`config.mk`:
```
export PLATFORM = sky130hd
export DESIGN_NAME = blk2s_kdf_seq_flat
export DESIGN_NICKNAME = d
export VERILOG_FILES = /design/src/rtl/blk2s_kdf_seq_pkg.sv /design/src/rtl/blk2s_kdf_seq_if.sv /design/src/rtl/blk2s_byte_sum.sv /design/src/rtl/blk2s_kdf_seq.sv /design/src/flat_wrapper.sv
export SDC_FILE = /design/constraint.sdc
export NUM_CORES = 1
export LEC_CHECK = 0
export CAP_MARGIN = 20
export CORE_AREA = 2 2 155 157
export DETAILED_ROUTE_END_ITERATION = 12
export DIE_AREA = 0 0 157 159
export PLACE_DENSITY = 0.67
export SYNTH_ARGS = -nofsm -noshare
export SYNTH_HDL_FRONTEND = slang
export SYNTH_HIERARCHICAL = 1
export SYNTH_SLANG_ARGS = --single-unit
```
`constraint.sdc`:
```
create_clock -name clk -period 4.5 [get_ports clk]
set_input_delay 0.9 -clock clk [delete_from_list [all_inputs] [get_ports clk]]
set_output_delay 0.9 -clock clk [all_outputs]
set_load 0.01 [all_outputs]
```
`src/rtl/blk2s_kdf_seq_pkg.sv`:
```
// ============================================================================
// blk2s_kdf_seq_pkg : shared types, defaults and byte-sum helper.   Rev 1.0
// ============================================================================
`default_nettype none

package blk2s_kdf_seq_pkg;

   localparam int C_DEF_ROUNDS      = 32;
   localparam int C_DEF_OUTPUT_SIZE = 32;
   localparam int C_DEF_RND_W       = 6;

   typedef enum logic [2:0] {
      ST_IDLE   = 3'd0,
      ST_ISSUE  = 3'd1,
      ST_WAIT   = 3'd2,
      ST_UPDATE = 3'd3,
      ST_DONE   = 3'd4
   } state_t;

   // Sum of all bytes of a default-size PRF output, wrapping in 8 bits.
   function automatic logic [7:0] byte_sum(input logic [C_DEF_OUTPUT_SIZE*8-1:0] data);
      logic [7:0] acc;
      acc = 8'h00;
      for (int i = 0; i < C_DEF_OUTPUT_SIZE; i++) begin
         acc = acc + data[8*i +: 8];
      end
      return acc;
   endfunction

endpackage

`default_nettype wire

```
`src/rtl/blk2s_kdf_seq_if.sv`:
```
// ============================================================================
// blk2s_kdf_seq_if : job / PRF / update / done bus of the round sequencer. Rev 1.0
// ============================================================================
`default_nettype none

interface blk2s_kdf_seq_if
   import blk2s_kdf_seq_pkg::*;
#(
   parameter int OUTPUT_SIZE = C_DEF_OUTPUT_SIZE,
   parameter int RND_W       = C_DEF_RND_W
);

   logic                     job_vld;
   logic                     job_rdy;
   logic [7:0]               job_ptr;

   logic                     prf_req_vld;
   logic                     prf_req_rdy;
   logic [7:0]               prf_ptr;
   logic [RND_W-1:0]         prf_round;

   logic                     prf_rsp_vld;
   logic                     prf_rsp_rdy;
   logic [OUTPUT_SIZE*8-1:0] prf_output;

   logic                     upd_vld;
   logic [7:0]               upd_ptr;
   logic [7:0]               upd_next_ptr;

   logic                     done_vld;
   logic                     done_rdy;
   logic [7:0]               done_ptr;

   logic                     busy;

   modport master (
      input  job_vld, job_ptr, prf_req_rdy, prf_rsp_vld, prf_output, done_rdy,
      output job_rdy, prf_req_vld, prf_ptr, prf_round, prf_rsp_rdy,
             upd_vld, upd_ptr, upd_next_ptr, done_vld, done_ptr, busy
   );

   modport slave (
      output job_vld, job_ptr, prf_req_rdy, prf_rsp_vld, prf_output, done_rdy,
      input  job_rdy, prf_req_vld, prf_ptr, prf_round, prf_rsp_rdy,
             upd_vld, upd_ptr, upd_next_ptr, done_vld, done_ptr, busy
   );

endinterface

`default_nettype wire

```
`src/rtl/blk2s_byte_sum.sv`:
```
// ============================================================================
// blk2s_byte_sum : combinational adder tree, N bytes -> 8-bit wrapping sum. Rev 1.0
// ============================================================================
`default_nettype none

module blk2s_byte_sum
   import blk2s_kdf_seq_pkg::*;
#(
   parameter int N_BYTES = C_DEF_OUTPUT_SIZE
) (
   input  logic [N_BYTES*8-1:0] data_i,
   output logic [7:0]           sum_o
);

   localparam int LVLS = $clog2(N_BYTES);
   localparam int NP   = 1 << LVLS;

   logic [NP*8-1:0] pad_w;
   logic [7:0]      lvl [NP];

   // Leaves are zero-padded to a power of two so every level pairs evenly.
   assign pad_w = (NP*8)'(data_i);

   always_comb begin
      for (int j = 0; j < NP; j++) begin
         lvl[j] = pad_w[8*j +: 8];
      end
      for (int l = 0; l < LVLS; l++) begin
         for (int i = 0; i < (NP >> (l + 1)); i++) begin
            lvl[i] = lvl[2*i] + lvl[2*i+1];
         end
      end
   end

   assign sum_o = lvl[0];

endmodule

`default_nettype wire

```
`src/rtl/blk2s_kdf_seq.sv`:
```
// ============================================================================
// blk2s_kdf_seq : FastKDF round sequencer around the BLAKE2s PRF core.  Rev 1.0
// ============================================================================
`default_nettype none

module blk2s_kdf_seq
   import blk2s_kdf_seq_pkg::*;
#(
   parameter int ROUNDS      = C_DEF_ROUNDS,
   parameter int OUTPUT_SIZE = C_DEF_OUTPUT_SIZE,
   parameter int RND_W       = C_DEF_RND_W
) (
   input  logic           clk,
   input  logic           rst_n,
   blk2s_kdf_seq_if.master bus
);

   localparam logic [RND_W-1:0] C_LAST_RND = RND_W'(ROUNDS - 1);

   state_t           state_q, state_d;
   logic [7:0]       ptr_q,   ptr_d;
   logic [7:0]       old_q,   old_d;
   logic [7:0]       nxt_q,   nxt_d;
   logic [RND_W-1:0] rnd_q,   rnd_d;
   logic [7:0]       sum_w;

   blk2s_byte_sum #(
      .N_BYTES (OUTPUT_SIZE)
   ) u_byte_sum (
      .data_i  (bus.prf_output),
      .sum_o   (sum_w)
   );

   always_ff @(posedge clk or negedge rst_n) begin
      if (!rst_n) begin
         state_q <= ST_IDLE;
         ptr_q   <= 8'h00;
         old_q   <= 8'h00;
         nxt_q   <= 8'h00;
         rnd_q   <= '0;
      end else begin
         state_q <= state_d;
         ptr_q   <= ptr_d;
         old_q   <= old_d;
         nxt_q   <= nxt_d;
         rnd_q   <= rnd_d;
      end
   end

   always_comb begin
      state_d = state_q;
      ptr_d   = ptr_q;
      old_d   = old_q;
      nxt_d   = nxt_q;
      rnd_d   = rnd_q;

      bus.job_rdy     = 1'b0;
      bus.prf_req_vld = 1'b0;
      bus.prf_rsp_rdy = 1'b0;
      bus.upd_vld     = 1'b0;
      bus.done_vld    = 1'b0;
      bus.busy        = 1'b1;

      case (state_q)
         ST_IDLE: begin
            bus.job_rdy = 1'b1;
            bus.busy    = 1'b0;
            if (bus.job_vld) begin
               ptr_d   = bus.job_ptr;
               rnd_d   = '0;
               state_d = ST_ISSUE;
            end
         end
         ST_ISSUE: begin
            bus.prf_req_vld = 1'b1;
            if (bus.prf_req_rdy) begin
               state_d = ST_WAIT;
            end
         end
         ST_WAIT: begin
            bus.prf_rsp_rdy = 1'b1;
            if (bus.prf_rsp_vld) begin
               nxt_d   = sum_w;
               old_d   = ptr_q;
               state_d = ST_UPDATE;
            end
         end
         ST_UPDATE: begin
            bus.upd_vld = 1'b1;
            ptr_d       = nxt_q;
            rnd_d       = rnd_q + 1'b1;
            state_d     = (rnd_q == C_LAST_RND) ? ST_DONE : ST_ISSUE;
         end
         ST_DONE: begin
            bus.done_vld = 1'b1;
            if (bus.done_rdy) begin
               state_d = ST_IDLE;
            end
         end
         default: begin
            state_d = ST_IDLE;
         end
      endcase
   end

   // Data outputs come straight from registers so they stay stable while held.
   assign bus.prf_ptr      = ptr_q;
   assign bus.prf_round    = rnd_q;
   assign bus.upd_ptr      = old_q;
   assign bus.upd_next_ptr = nxt_q;
   assign bus.done_ptr     = ptr_q;

endmodule

`default_nettype wire
```
`src/flat_wrapper.sv`:
```
// flat-port wrapper written by rule: the top's interface ports become plain ports
module blk2s_kdf_seq_flat import blk2s_kdf_seq_pkg::*;
#(
   parameter int ROUNDS      = C_DEF_ROUNDS,
   parameter int OUTPUT_SIZE = C_DEF_OUTPUT_SIZE,
   parameter int RND_W       = C_DEF_RND_W
)
  (clk, rst_n, bus_job_vld, bus_job_ptr, bus_prf_req_rdy, bus_prf_rsp_vld, bus_prf_output, bus_done_rdy, bus_job_rdy, bus_prf_req_vld, bus_prf_ptr, bus_prf_round, bus_prf_rsp_rdy, bus_upd_vld, bus_upd_ptr, bus_upd_next_ptr, bus_done_vld, bus_done_ptr, bus_busy);
  blk2s_kdf_seq_if #(.OUTPUT_SIZE(OUTPUT_SIZE), .RND_W(RND_W)) bus_i ();
  input  logic clk;
  input  logic rst_n;
  input wire logic [$bits(bus_i.job_vld)-1:0] bus_job_vld;
  input wire logic [$bits(bus_i.job_ptr)-1:0] bus_job_ptr;
  input wire logic [$bits(bus_i.prf_req_rdy)-1:0] bus_prf_req_rdy;
  input wire logic [$bits(bus_i.prf_rsp_vld)-1:0] bus_prf_rsp_vld;
  input wire logic [$bits(bus_i.prf_output)-1:0] bus_prf_output;
  input wire logic [$bits(bus_i.done_rdy)-1:0] bus_done_rdy;
  output wire logic [$bits(bus_i.job_rdy)-1:0] bus_job_rdy;
  output wire logic [$bits(bus_i.prf_req_vld)-1:0] bus_prf_req_vld;
  output wire logic [$bits(bus_i.prf_ptr)-1:0] bus_prf_ptr;
  output wire logic [$bits(bus_i.prf_round)-1:0] bus_prf_round;
  output wire logic [$bits(bus_i.prf_rsp_rdy)-1:0] bus_prf_rsp_rdy;
  output wire logic [$bits(bus_i.upd_vld)-1:0] bus_upd_vld;
  output wire logic [$bits(bus_i.upd_ptr)-1:0] bus_upd_ptr;
  output wire logic [$bits(bus_i.upd_next_ptr)-1:0] bus_upd_next_ptr;
  output wire logic [$bits(bus_i.done_vld)-1:0] bus_done_vld;
  output wire logic [$bits(bus_i.done_ptr)-1:0] bus_done_ptr;
  output wire logic [$bits(bus_i.busy)-1:0] bus_busy;
  assign bus_i.job_vld = bus_job_vld;
  assign bus_i.job_ptr = bus_job_ptr;
  assign bus_i.prf_req_rdy = bus_prf_req_rdy;
  assign bus_i.prf_rsp_vld = bus_prf_rsp_vld;
  assign bus_i.prf_output = bus_prf_output;
  assign bus_i.done_rdy = bus_done_rdy;
  assign bus_job_rdy = bus_i.job_rdy;
  assign bus_prf_req_vld = bus_i.prf_req_vld;
  assign bus_prf_ptr = bus_i.prf_ptr;
  assign bus_prf_round = bus_i.prf_round;
  assign bus_prf_rsp_rdy = bus_i.prf_rsp_rdy;
  assign bus_upd_vld = bus_i.upd_vld;
  assign bus_upd_ptr = bus_i.upd_ptr;
  assign bus_upd_next_ptr = bus_i.upd_next_ptr;
  assign bus_done_vld = bus_i.done_vld;
  assign bus_done_ptr = bus_i.done_ptr;
  assign bus_busy = bus_i.busy;
  blk2s_kdf_seq #(.ROUNDS(ROUNDS), .OUTPUT_SIZE(OUTPUT_SIZE), .RND_W(RND_W)) u_core (.clk(clk), .rst_n(rst_n), .bus(bus_i));
endmodule
```
After elaboration in Yosys (flattened, before gate mapping)
Index checks and enable logic that the tools add are counted.
Widths: inputs -> output; s select.
Operators by class
  equality and inequality tests: 9
  reduce and logical (&&, ||, !) cells: 5
  multiplexer cells: 16
  add/sub/neg operators: 32
Operator list (count)
  $add 8x8->8: 31
  $pmux 8 s2: 1
  $mux 3: 5
  $pmux 3 s5: 1
  $pmux 6 s2: 1
  $mux 8: 1
  $ne 2x2->1 const B: 4
  $add 6x1->6 const B: 1
  $eq 3x2->1 const B: 2
  $eq 6x5->1 const B: 1
  $mux 1: 6
  $mux 6: 1
  $reduce_and 2->1: 2
  $reduce_and 4->1: 1
  $eq 3x1->1 const B: 1
  $eq 3x3->1 const B: 1
  $logic_not 3->1: 1
  $reduce_bool 2->1: 1
Storage, ports and cells
  bits in registers: 33
  bits of input ports: 270

Depth between registers and ports, before layout
Gate-level depths: netlist (run 1).
  depth after elaboration: 5
  gate-level depth with buffers: 22
  depth with buffers taken out: 22

Cells and area by module
The synthesis (run 1) kept the hierarchy.
By module, submodules not included
  blk2s_byte_sum: times used 1, seq. area each 0.0 µm², cells each 547, area an instance 5589.1 µm²
  blk2s_kdf_seq: times used 1, seq. area each 825.8 µm², cells each 127, area an instance 1559.0 µm²

Worst setup path after synthesis (run 1)
No wires, ideal clock.
  path kind: in2reg
  start: input port bus_prf_output[194]
  end: register u_core.nxt_q[7] (netlist: u_core/bus.upd_next_ptr[7])
  stages on the path: 22
  arrival time: 6620 ps
  path buffers: 0
  path slack: -2245 ps
  data required time: 4375 ps
  path through: inv_1 -> fa_1 -> inv_1 -> fa_1 -> inv_1 -> fa_1 -> fa_1 -> fa_1 -> inv_1 -> fa_1 -> inv_1 -> fa_1 -> inv_1 -> fa_1 -> ha_1 -> a21o_1 -> a21oi_1 -> o21bai_1 -> a21oi_1 -> xnor3_1 -> xnor2_1 -> mux2_4
Between the ends
  word-level cells in the longest chain between the ends: 5
RTL lines
  from (decl): line flat_wrapper.sv:16  | input wire logic [$bits(bus_i.prf_output)-1:0] bus_prf_output;
  $add 8x8->8 (5 in a row): line blk2s_byte_sum.sv:30  | lvl[i] = lvl[2*i] + lvl[2*i+1];
  via u_core.sum_w[7]: line blk2s_kdf_seq.sv:25  | logic [7:0] sum_w;
  to (signal assigned): line blk2s_kdf_seq.sv:45  | nxt_q <= nxt_d;
  to (decl): line blk2s_kdf_seq.sv:23  | logic [7:0] nxt_q, nxt_d;
The timed path passes the listed nets, and every way through them passes these cells.
A chain may end at the register's enable or synchronous reset.

Final worst setup path (run 1)
  start: input port bus_prf_output[109]
  end: register u_core.nxt_q[7] (netlist: u_core/bus.upd_next_ptr[7])
Same word-level chain as after synthesis.

==> run_results.csv, run 1 <==
group,metric,value,unit
sta,grt_setup_unrepaired,"yes",
sta,finalSetupViolCount,7,
sta,hold_violations,0,
synth,yosysUniqueCellTypes,41,
routing,via_count,5255,
routing,first_pass_iters,4,
cells_and_area,drive_gt1_share,24.4,%
routing,drtAntennaViolNets,0,
worst_setup_path,endpoint_kind,"flop",
synth,synth.most_common_cell,"inv_1",
worst_setup_path,worstSetupPathType,"input pin to flop",
routing,top_layer,"met5",
sta,worstMarginPinSlew,0.538,ns
clock_network,clockRootBuffer,"clkbuf_16",
clock_network,clock_latency,0.27,ns
sta,relSlewSlack,64.1,%
run_status,outcome,"finished with violations",
synth,synthArstFlopShare,100,%
global_routing,grt_usage,15.8,%
floorplan,start_util,30.8,%
synth,yosys_register_bits,33,
clock_network,cts.sink_count,33,
routing,drc_errors,0,
floorplan,io_pins,314,
global_routing,first_global_vias,6199,
routing,dr_wl_met3,1420,um
worst_setup_path,cp_max_fo,2,
synth,synth_top_area_share,51.3,%
worst_setup_path,cp.arrival,6.75,ns
synth,synth_top_cell_by_area,"fa_1",
routing,avgRoutedWirePerCell,14.5,um
sta,slew_violations,0,
synth,netlist_instances,674,
place,globalplace.congestion,0.771,
routing,via_per_inst,3.99,
sta,max_freq,152,MHz
flow_run,max-cap-violations,0,
sta,layout_min_cycle_time,6.59,ns
routing,wl_met2,10900,um
cells_and_area,num-nets-final,1473,
clock_network,holdBufCountCts,0,
routing,drt-met1-wl,6680,um
worst_setup_path,crit_path_start_kind,"input pin",
worst_hold_path,hold_class,"flop to flop",
clock_network,numCtsBuffers,5,
floorplan,coreArea,0.0232,mm2
synth,yosys_warnings,6,
synth,yosys-top-cells-area,"fa_1 (51%), inv_1 (15%), dfrtp_1 (12%)",
place,preCtsSetupSlack,-2.83,ns
place,dp_hpwl,17700,um
global_routing,grt_pass1_wl,30700,um
floorplan,num_rows,56,
clock_network,ctsHtreeMaxLevel,2,
floorplan,dieArea,0.0250,mm2
sta,tns,-10.75,ns
global_routing,grt_overflow,0,
routing,drt_first_iter_violations,66,
floorplan,die_x,157,um
cells_and_area,area_delta_synth_final,53.4,%
run_status,violations,"negative setup slack",
global_routing,antenna_found_initial,5,
synth,avgSynthCellArea,10.6,um2
sta,skew,0.00353,ns
synth,synth_nets,1152,
worst_setup_path,cp.required,4.66,ns
sta,whs,0.499,ns
sta,setup_slack,-2.09,ns
clock_network,cts_tree,"built",
synth,synth_edf_count,0,
floorplan,die_h,159,um
sta,period_share,146,%
synth,synth_flop_cell,"dfrtp_1",
place,port-buffer-count,313,
cells_and_area,fill_cells,2252,
global_routing,grt_max_degree,34,
clock_network,path_clk_slew,0.05,ns
synth,seq_area_frac_synth,11.6,%
clock_network,clock_path_buffers,2,
synth,netlist_area,0.00715,mm2
routing,totalWireLength,19100,um
synth,synthTopCellsByCount,"inv_1 (281), fa_1 (183), xnor2_1 (56), dfrtp_1 (33), ha_1 (25)",
==> worst max-delay path: stages <==
cell and delay (ns):
clkdlybuf4s50_1 0.45, inv_1 0.05, fa_2 0.53, inv_1 0.06, fa_2 0.54, fa_1 0.44, fa_2 0.55, fa_1 0.44
fa_1 0.51, fa_1 0.44, fa_1 0.49, ha_4 0.30, inv_1 0.04, o21bai_1 0.17, a21oi_2 0.09, xnor3_1 0.35
xnor2_1 0.14, mux2_4 0.25
==> path summary, 6_finish.rpt <==
| check | start | endpoint | slack (ns) | cells after the start |
|---|---|---|---|---|
| min in group asynchronous | rst_n | u_core/bus.upd_ptr[1] | 1.05 | 2 |
| max in group asynchronous | rst_n | u_core/bus.upd_ptr[2] | 3.12 | 2 |
| min reg2reg | u_core/bus.prf_round[5] | u_core/bus.prf_round[5] | 0.50 | 1 |
| max | bus_prf_output[109] | u_core/bus.upd_next_ptr[7] | -2.09 | 18 |
| max reg2reg | u_core/state_q[2] | u_core/bus.done_ptr[3] | 2.49 | 4 |
| min | u_core/bus.prf_round[5] | u_core/bus.prf_round[5] | 0.50 | 1 |
==> timing repair <==
| item | CTS | global route |
|---|---|---|
| gates resized for setup | 311 | 137 |
| setup endpoints to repair | 7 | 7 |
| buffers inserted | 3 | 2 |
| pin swaps | 140 | 102 |
==> registers in the layout, indices dropped and copies added, names as in the netlist <==
name and count:
u_core/bus.done_ptr 8, u_core/bus.upd_ptr 8, u_core/bus.upd_next_ptr 8, u_core/state_q 3, u_core/bus.prf_round 6
==> cell type report <==
class,count,area (um2),area share [%]
Sequential cell,33,826,7.53
Antenna cell,2,5.00,0.0457
Clock inverter,2,10.0,0.0913
Inverter,282,1070,9.79
Timing Repair Buffer,328,3090,28.2
Multi-Input combinational cell,345,5430,49.5
Clock buffer,6,129,1.18
Tap cell,319,399,3.64
==> cell usage in the layout, fill, tap and decap left out, types with 5 or more instances in the layout <==
master and n:
inv_1 187, clkdlybuf4s50_1 147, fa_1 133, inv_2 92, dlygate4sd2_1 73, xnor2_1 53
fa_2 50, dfrtp_1 33, dlymetal6s2s_1 31, clkbuf_2 21, clkdlybuf4s15_1 19, ha_1 19
buf_2 15, mux2_4 15, buf_6 13, a21oi_1 9, o22ai_1 8, buf_4 8
xor2_1 7, ha_4 6, clkbuf_16 5
==> through the flow <==
stage / cell area (um2) / util (%) / cells
CTS: 10900 / 46.8 / 1313
detailed placement: 10700 / 46.2 / 1303
global placement: 10700 / 46.2 / 1303
floorplan: 7220 / - / 674
global route: 11000 / 47.3 / 1316
finish: 11000 / 47.3 / 1317
==> cell families (layout without fill, tap and decap cells) <==
family          Yosys count  after routing  share of synthesized area, %
compound gates           32             32                          2.78
buf+inv                 296            618                          16.3
xor+xnor                 65             65                          8.16
other cells               0              2                             0
mux                      18             18                          3.27
flops                    33             33                          11.6
fa+ha+maj               208            208                          55.6
simple gates             22             22                          2.31
==> per-layer routing <==
| metal | vias up | global-route usage [%] |
|---|---|---|
| met4 | 6 | 2.13 |
| li1 | 2482 | - |
| met5 | - | 0 |
| met3 | 16 | 3.51 |
| met1 | 2551 | 17.5 |
| met2 | 200 | 31.1 |
Power of run 1 is not shown: default switching activity piles up to over one toggle a cycle in this logic, so the estimate is an artifact.
==> inputs of run 2 (changes only) <==
--- a/config.mk
+++ b/config.mk
@@ -10,6 +10,7 @@
 export DETAILED_ROUTE_END_ITERATION = 12
 export DIE_AREA = 0 0 157 159
 export PLACE_DENSITY = 0.67
+export SLEW_MARGIN = 20
 export SYNTH_ARGS = -nofsm -noshare
 export SYNTH_HDL_FRONTEND = slang
 export SYNTH_HIERARCHICAL = 1
==> results of run 2 <==
The final DEF is identical to that of run 1; final timing and power are the same.
Power of run 2 is left out for the same reason.
==> inputs of run 3 (changes only) <==
--- a/config.mk
+++ b/config.mk
@@ -5,11 +5,14 @@
 export SDC_FILE = /design/constraint.sdc
 export NUM_CORES = 1
 export LEC_CHECK = 0
+export ABC_AREA = 0
 export CAP_MARGIN = 20
+export CELL_PAD_IN_SITES_DETAIL_PLACEMENT = 0
+export CELL_PAD_IN_SITES_GLOBAL_PLACEMENT = 1
 export CORE_AREA = 2 2 155 157
 export DETAILED_ROUTE_END_ITERATION = 12
 export DIE_AREA = 0 0 157 159
-export PLACE_DENSITY = 0.67
+export PLACE_DENSITY = 0.84
 export SLEW_MARGIN = 20
 export SYNTH_ARGS = -nofsm -noshare
 export SYNTH_HDL_FRONTEND = slang
==> run_results.csv, run 3 (same netlist as run 1, synthesis figures left out) <==
group,metric,value,unit
cells_and_area,drive_gt1_share,21.8,%
run_status,violations,"negative setup slack",
floorplan,num_rows,56,
worst_setup_path,slowest_stage,"fa_1",
worst_setup_path,path_cells,"clkdlybuf4s50_1 -> inv_1 -> fa_1 -> inv_1 -> fa_2 -> fa_2 -> inv_1 -> fa_2 -> inv_1 -> fa_1 -> fa_1 -> fa_1 -> fa_1 -> ha_1 -> inv_1 -> o21bai_1 -> a21oi_2 -> xnor3_1 -> xnor2_1 -> mux2_4",
floorplan,coreArea,0.0232,mm2
place,dp_hpwl,17700,um
clock_network,path_clk_slew,0.05,ns
clock_network,cts_tree,"built",
place,port-buffer-count,313,
cells_and_area,utilization,47.2,%
floorplan,die_x,157,um
cells_and_area,mostFrequentLayoutCell,"inv_1",
worst_setup_path,crit_path_start_kind,"input pin",
cells_and_area,area_delta_synth_final,53.0,%
sta,layout_min_cycle_time,6.67,ns
cells_and_area,most-common-layout-cells,"inv_1 (192), clkdlybuf4s50_1 (163), fa_1 (138), inv_2 (86), dlygate4sd2_1 (77)",
sta,whs,0.500,ns
clock_network,clock_path_buffers,2,
routing,drtAntennaViolNets,0,
worst_setup_path,cp.required,4.66,ns
global_routing,grt_usage,16.0,%
routing,drc_errors,0,
routing,via_per_inst,3.99,
routing,drt_first_iter_violations,124,
clock_network,clock_latency,0.27,ns
global_routing,grt_overflow,0,
global_routing,grt_pass1_wl,30800,um
clock_network,ctsHtreeMaxLevel,2,
sta,slew_violations,0,
worst_setup_path,worstSetupPathType,"input pin to flop",
sta,max_freq,150,MHz
sta,relSlewSlack,26.7,%
floorplan,dieArea,0.0250,mm2
routing,via_count,5247,
routing,avgRoutedWirePerCell,14.3,um
routing,totalWireLength,18800,um
cells_and_area,num-nets-final,1473,
sta,worstMarginPinSlew,1.10,ns
clock_network,clockRootBuffer,"clkbuf_16",
clock_network,cts.sink_count,33,
sta,skew,0.00112,ns
worst_setup_path,endpoint_kind,"flop",
global_routing,grt_max_degree,34,
global_routing,antenna_found_initial,4,
floorplan,die_h,159,um
sta,hold_violations,0,
run_status,outcome,"finished with violations",
worst_hold_path,hold_class,"flop to flop",
sta,period_share,148,%
worst_setup_path,crit_family,"adder cells",
place,globalplace.congestion,0.798,
worst_setup_path,cp_max_fo,2,
sta,tns,-10.62,ns
routing,first_pass_iters,4,
worst_setup_path,cp.arrival,6.82,ns
floorplan,start_util,30.8,%
flow_run,max-cap-violations,0,
sta,finalSetupViolCount,7,
global_routing,first_global_vias,6268,
worst_setup_path,critPathBufInv,6,
clock_network,numCtsBuffers,5,
worst_setup_path,cpPeakStageDelay,0.53,ns
sta,setup_slack,-2.17,ns
floorplan,io_pins,314,
sta,grt_setup_unrepaired,"yes",
==> run 3: cell count changes in the layout (fill, tap and decap cells not counted), sizes merged <==
cell,delta
clkdlybuf4s50,+16
clkdlybuf4s15,-7
dlygate4sd2,+4
buf,-1
clkbuf,-10
clkinv,-2
dlymetal6s2s,-1
==> run 3: metrics by stage <==
stage	worst slack, ns	instance area (um2)	instances
finish	-2.17	10900	1316
detailed placement	-2.89	10700	1304
floorplan	-1.94	7220	674
global placement	-2.85	10700	1304
global route	-2.40	10900	1316
CTS	-2.34	10800	1314
==> run 3: worst paths after layout <==
check	slack, ns	endpoint	cells past startpoint	start
hold / removal	0.50	u_core/bus.prf_round[5]	1	u_core/bus.prf_round[5]
setup reg to reg	2.24	u_core/bus.upd_ptr[7]	4	u_core/state_q[0]
setup / recovery	-2.17	u_core/bus.upd_next_ptr[7]	20	bus_prf_output[197]
hold reg to reg	0.50	u_core/bus.prf_round[5]	1	u_core/bus.prf_round[5]
max in group asynchronous	3.14	u_core/bus.upd_ptr[6]	2	rst_n
min in group asynchronous	1.05	u_core/bus.done_ptr[1]	2	rst_n
==> run 3: timing repair <==
item                                    in CTS  in global routing
hold buffers                                 0                  0
pin swaps                                   89                 63
gates resized for setup                    284                103
buffers inserted                             3                  1
endpoints found under the setup margin       7                  7
==> run 3: worst reg2reg max path, cell delays in order, from the launching register on <==
cell	delay (ns)
dfrtp_1	0.46
nand2b_4	0.20
nor3b_4	0.91
buf_4	0.28
mux2_4	0.30
==> run 3: final cells by class <==
class / count / area [um2]
antenna: 2 / 5.00
fill: 2270 / 12300
tap: 319 / 399
sequential: 33 / 826
clock buffer: 7 / 143
inverter: 282 / 1080
timing repair buffer: 328 / 3120
multi-input combinational: 345 / 5370
==> run 3: layer usage <==
metal | GRT usage (%) | vias to the layer above | wire length (um) | part of all wire, %
met1 | 17.8 | 2544 | 6760 | 36
met4 | 2.92 | 2 | 246 | 1.3
li1 | - | 2486 | - | -
met3 | 2.78 | 18 | 1180 | 6.3
met5 | 0 | - | 13 | 0.069
met2 | 31.4 | 197 | 10600 | 56
Power of run 3 is left out for the same reason.
